===== config.mk =====
export PLATFORM = sky130hd
export DESIGN_NAME = dot_acc_q10_8
export DESIGN_NICKNAME = d
export VERILOG_FILES = /design/src/rtl/tpu_pkg.sv /design/src/rtl/dot_acc_q10_8_sat_add_acc.sv /design/src/rtl/dot_acc_q10_8.sv
export SDC_FILE = /design/constraint.sdc
export NUM_CORES = 1
export LEC_CHECK = 0
export CAP_MARGIN = 20
export CORE_ASPECT_RATIO = 2
export CORE_MARGIN = 3
export CORE_UTILIZATION = 45
export DETAILED_ROUTE_END_ITERATION = 10
export PLACE_DENSITY = 0.68
export SETUP_SLACK_MARGIN = 0.4
export SLEW_MARGIN = 20
export SYNTH_ARGS = -nofsm -noshare
export SYNTH_HDL_FRONTEND = slang
export SYNTH_SLANG_ARGS = --single-unit

===== constraint.sdc =====
create_clock -name clk -period 6.5 [get_ports clk]
set_input_delay 1.3 -clock clk [delete_from_list [all_inputs] [get_ports clk]]
set_output_delay 1.3 -clock clk [all_outputs]
set_load 0.02 [all_outputs]

===== src/rtl/tpu_pkg.sv =====
// Shared widths, accumulator limits and FSM state encoding for the dot-product accumulator.
package tpu_pkg;

  localparam int OP_W      = 8;
  localparam int PROD_W    = 2 * OP_W;
  localparam int ACC_W     = 18;
  localparam int FRAC_BITS = 8;

  localparam logic signed [ACC_W-1:0] ACC_MAX = 18'sh1FFFF;
  localparam logic signed [ACC_W-1:0] ACC_MIN = 18'sh20000;

  typedef logic [1:0] state_t;
  localparam state_t ST_IDLE  = 2'd0;
  localparam state_t ST_ACCUM = 2'd1;
  localparam state_t ST_DONE  = 2'd2;

endpackage


===== src/rtl/dot_acc_q10_8_sat_add_acc.sv =====
// Combinational Q10.8 accumulator + Q8.8 product adder with overflow flag.
// ACC_SATURATE_EN defined: clamp to [ACC_MIN, ACC_MAX]; undefined: two's-complement wrap, flag 0.
module sat_add_acc
  import tpu_pkg::*;
(
  input  logic [ACC_W-1:0]  i_acc,
  input  logic [PROD_W-1:0] i_add,
  output logic [ACC_W-1:0]  o_sum,
  output logic              o_ovf
);

`ifdef ACC_SATURATE_EN
  logic [ACC_W:0] w_sum_ext;

  // One guard bit: disagreement between the top two bits means the 18-bit range was left.
  assign w_sum_ext = {i_acc[ACC_W-1], i_acc} + {{(ACC_W+1-PROD_W){i_add[PROD_W-1]}}, i_add};
  assign o_ovf     = w_sum_ext[ACC_W] ^ w_sum_ext[ACC_W-1];
  assign o_sum     = !o_ovf ? w_sum_ext[ACC_W-1:0]
                   : (w_sum_ext[ACC_W] ? ACC_MIN : ACC_MAX);
`else
  assign o_sum = i_acc + {{(ACC_W-PROD_W){i_add[PROD_W-1]}}, i_add};
  assign o_ovf = 1'b0;
`endif

endmodule


===== src/rtl/dot_acc_q10_8.sv =====
// Sequential signed Q4.4 x Q4.4 dot-product accumulator with Q10.8 valid/ready result.
// Optional clamping on overflow (sticky ovf) when ACC_SATURATE_EN is defined.
//
//  state    | meaning
//  ST_IDLE  | waiting for start; no input or output handshake
//  ST_ACCUM | accepting operand pairs until VEC_LEN beats have been summed
//  ST_DONE  | result presented on acc_out until out_ready
module dot_acc_q10_8
  import tpu_pkg::*;
#(
  parameter int VEC_LEN = 4,
  parameter int CNT_W   = $clog2(VEC_LEN) + 1
) (
  input  logic             clk,
  input  logic             rst,
  input  logic             start,
  input  logic             in_valid,
  output logic             in_ready,
  input  logic [OP_W-1:0]  a,
  input  logic [OP_W-1:0]  b,
  output logic             out_valid,
  input  logic             out_ready,
  output logic [ACC_W-1:0] acc_out,
  output logic             busy,
  output logic             ovf
);

  localparam logic [CNT_W-1:0] LAST_BEAT = CNT_W'(VEC_LEN - 1);

  state_t             r_state;
  logic [ACC_W-1:0]   r_acc;
  logic [CNT_W-1:0]   r_cnt;
  logic               r_ovf;

  logic signed [PROD_W-1:0] w_prod;
  logic [ACC_W-1:0]         w_sum;
  logic                     w_sum_ovf;
  logic                     w_beat;

  assign w_prod = $signed(a) * $signed(b);
  assign w_beat = in_valid & in_ready;

  sat_add_acc u_sat_add_acc (
    .i_acc (r_acc),
    .i_add (w_prod),
    .o_sum (w_sum),
    .o_ovf (w_sum_ovf)
  );

  always_ff @(posedge clk) begin
    if (rst) begin
      r_state <= ST_IDLE;
      r_acc   <= '0;
      r_cnt   <= '0;
      r_ovf   <= 1'b0;
    end else begin
      case (r_state)
        ST_IDLE: begin
          if (start) begin
            r_state <= ST_ACCUM;
            r_acc   <= '0;
            r_cnt   <= '0;
            r_ovf   <= 1'b0;
          end
        end
        ST_ACCUM: begin
          if (w_beat) begin
            r_acc <= w_sum;
            r_cnt <= r_cnt + CNT_W'(1);
            r_ovf <= r_ovf | w_sum_ovf;
            if (r_cnt == LAST_BEAT) r_state <= ST_DONE;
          end
        end
        ST_DONE: begin
          // start arriving with the handshake is dropped: only IDLE honours start.
          if (out_ready) r_state <= ST_IDLE;
        end
        default: r_state <= ST_IDLE;
      endcase
    end
  end

  assign in_ready  = (r_state == ST_ACCUM);
  assign out_valid = (r_state == ST_DONE);
  assign busy      = (r_state == ST_ACCUM) || (r_state == ST_DONE);
  assign acc_out   = r_acc;
  assign ovf       = r_ovf;

endmodule

==> results by group <==
Critical path
  – Setup crit end kind: register
  – Worst-path fanout max: 8
  – WP buf/inv: 6
  – Critical path's slowest cell: fa_1
  – Critical Path RT: 6700 ps
  – CP arrival: 6680 ps
  – Setup Crit Path Kind: in -> reg
  – Cell Chain, Critical Path: buf_4 -> and2_4 -> fa_2 -> buf_6 -> fa_2 -> fa_1 -> inv_1 -> fa_1 -> inv_1 -> ha_1 -> inv_2 -> and3_1 -> a2111oi_4 -> o311ai_2 -> ha_1 -> buf_4 -> a21oi_4 -> o211ai_1 -> a211oi_2 -> a22oi_2 -> nand3_2 -> or4b_4 -> o211ai_2
  – CP top delay family: adder cells
  – Crit path largest cell delay: 540 ps
  – CP Launch Type: input port

Job
  – Max cap viols: 0

Routing
  – DRT iter0 DRCs: 110
  – Wire per inst: 14.9 um
  – Final ANT Viol Nets: 0
  – DRT Pass-1 Iters: 4
  – Routed vias/inst: 5.29
  – Detailed-route wire length: 11,100 um
  – DRC viols: 0
  – Vias: 3,934

Run status
  – Status: finished clean

Synth
  – Seq cells post-synth: 23
  – Adder-cell share of the synthesized area: 41.3%
  – Async SR Flop Fraction: 0%
  – Largest family of logic cells by synthesized area: adder cells
  – Warnings, synthesis: 0
  – Post-synth EDFFs: 0
  – Distinct cell type count after synthesis: 54
  – Mapped Area: 4290 um2
  – Synthesized-area fraction occupied by and/or/nand/nor cells: 17.9%
  – Post-synth net total: 641
  – Syn avg cell area: 8.37 um2
  – Synth Instances: 512
  – Post-synthesis mux area share: 0.467%
  – Synth Flop Type: dfxtp_1
  – Part of the Yosys area used for sequential elements: 10.7%
  – Post-synthesis xor/xnor area fraction: 4.29%
  – Compound-Gate Fraction of Synth Area: 15.3%

Place
  – Gpl congestion: 0.887
  – Final HPWL DP: 9250 um
  – Post-Place Setup Slack: -788 ps
  – Input/output buffers: 41
  – Placed insts: 718

Floorplanning
  – I/O pin total: 43
  – Core ar.: 9140 um2
  – Die X: 75.0 um
  – Initial core utilization: 46.9%
  – Cell row count: 49
  – Die area: 10,800 um2
  – Chip height: 144 um

Layout
  – Most common cell after layout, fill and taps aside: inv_1
  – Synth-to-layout area growth: 38.6%
  – N_diodes: 0
  – Commonest cells after routing, fill and taps aside: 96 x inv_1, 86 x buf_4, 52 x fa_1, 40 x ha_1, 37 x and2_1
  – Non-filler cells, final: 743
  – Filler cell count: 775
  – Layout Nets: 771
  – Layout cell share with drive strength beyond 1: 29.5%

Global route
  – Vias in the first global route: 4,245
  – Remaining Overflow, GRT: 0
  – First-pass GRT wire length: 18,400 um
  – Largest net degree at the start of global routing: 20
  – Tot GR Track Use: 21.8%
  – Initial antenna violation count: 0

Timing
  – Actual slew at the worst max-slew pin: 802 ps
  – Final setup fails: 0
  – Max-slew violations: 0
  – Max Fclk: 0.154 GHz
  – Final worst slack: 19.6 ps
  – Count of final hold-check violations: 0
  – Worst slew margin: 46.5%
  – Setup Skew: 8.17 ps
  – Fin crit share: 99.7%
  – RSZ-0062 raised after global routing: true
  – Post-layout min period: 6480 ps
  – Final setup TNS: 0 ps

Clocking
  – Clk sinks: 23
  – Worst skew pair latency: 270 ps
  – CTS max path bufs: 2
  – Clk pin slew, worst setup/hold paths: 70 ps
  – CTS tree: built
  – CTS buffer count: 3
  – H-tree levels: 1
  – Clock Tree Root: clkbuf_16
  – Hold buffers post-CTS: 0

Power and ir drop
  – PD cells: 615 nW/um2
  – Leakage: 2.81 nW
  – Peak VDD IR: 690 uV
  – Pwr Total: 0.00365 W

Min path
  – Hold Crit Class: reg -> reg
[worst paths after layout]
check             depth (start not counted)  slack [ps]                        to                     start
setup reg to reg                         10        4020  acc_out[16]$_SDFFE_PP0P_   acc_out[0]$_SDFFE_PP0P_
setup / recovery                         23          20  acc_out[17]$_SDFFE_PP0P_                      b[4]
hold reg to reg                           2         490  acc_out[11]$_SDFFE_PP0P_  acc_out[11]$_SDFFE_PP0P_
hold / removal                            2         490  acc_out[11]$_SDFFE_PP0P_  acc_out[11]$_SDFFE_PP0P_
[logic make-up after synthesis]
kind of cell               count (synthesis)
xor gates and xnor gates                  21
DFF                                       23
and+or+nand+nor                          149
adders and majority gates                108
AOI/OAI and AO/OA                         97
other                                      1
buffers and inverters                    111
muxes                                      2
[worst min-delay path, delay by kind of cell (launching register included)]
family,cells,cell delay [ps]
AND/OR/NAND/NOR,1,60
AO/OA/AOI/OAI,1,50
flip-flops,1,330
[Yosys cell counts (all sizes together), types with 2 or more instances]
cell type | n | area (um2)
a2111oi | 2 | 23.8
a211oi | 5 | 47.5
a21boi | 2 | 15.0
a21o | 7 | 52.6
a21oi | 26 | 130
a22oi | 7 | 52.6
a32o | 3 | 30.0
a32oi | 2 | 17.5
and2 | 45 | 282
and3 | 3 | 20.0
clkbuf | 4 | 16.3
dfxtp | 23 | 460
fa | 56 | 1120
ha | 52 | 651
inv | 106 | 398
mux2i | 2 | 20.0
nand2 | 29 | 109
nand2b | 3 | 18.8
nand3 | 6 | 35.0
nand4 | 3 | 18.8
nor2 | 38 | 143
nor2b | 2 | 12.5
nor3 | 9 | 50.1
o211ai | 5 | 42.5
o21a | 5 | 37.5
o21ai | 22 | 118
o21bai | 3 | 22.5
o31a | 2 | 17.5
or3 | 6 | 42.5
xnor2 | 17 | 149
xor2 | 4 | 35.0
[final cells by class]
class | instances | area (um2) | area share [%]
Multi-Input combinational cell | 378 | 3790 | 63.8
Tap cell | 102 | 128 | 2.15
Sequential cell | 23 | 460 | 7.75
Inverter | 106 | 398 | 6.70
Timing Repair Buffer | 130 | 1080 | 18.2
Clock inverter | 1 | 7.51 | 0.126
Clock buffer | 3 | 75.1 | 1.26
[registers in the layout, summed over array words and instances, names as in the netlist]
name / count
r_state: 2
r_cnt: 3
acc_out: 18
[metrics by stage]
stage               cell area [um2]  hold WS, ps  util [%]
floorplan                      4390          454         -
global placement               5410          471      59.3
detailed placement             5410          479      59.3
CTS                            5660          490      62.0
global route                   5940          536      65.0
finish                         5940          490      65.0
[power by group]
part           internal (W)  leakage (nW)  switching [W]  total, W
combinational       0.00170          2.58        0.00162   0.00332
sequential         0.000169         0.186      0.0000270  0.000196
clock             0.0000837        0.0371      0.0000584  0.000142
total               0.00195          2.81        0.00170   0.00365
[per-layer routing]
layer / part of all wire (%) / routed length [um] / global-route usage (%) / vias up
li1: - / - / - / 1925
met1: 35 / 3860 / 21.4 / 1917
met2: 60 / 6640 / 44.5 / 65
met3: 2.0 / 224 / 1.25 / 27
met4: 3.3 / 371 / 8.16 / 0
met5: 0 / 0 / 0 / -
[repair_timing]
item / CTS / global route
pin swaps: 38 / 50
gates resized for setup: 111 / 47
endpoints found under the setup margin: 10 / 8
setup buffers: 10 / 11
Power figures use the tool's default switching activity.
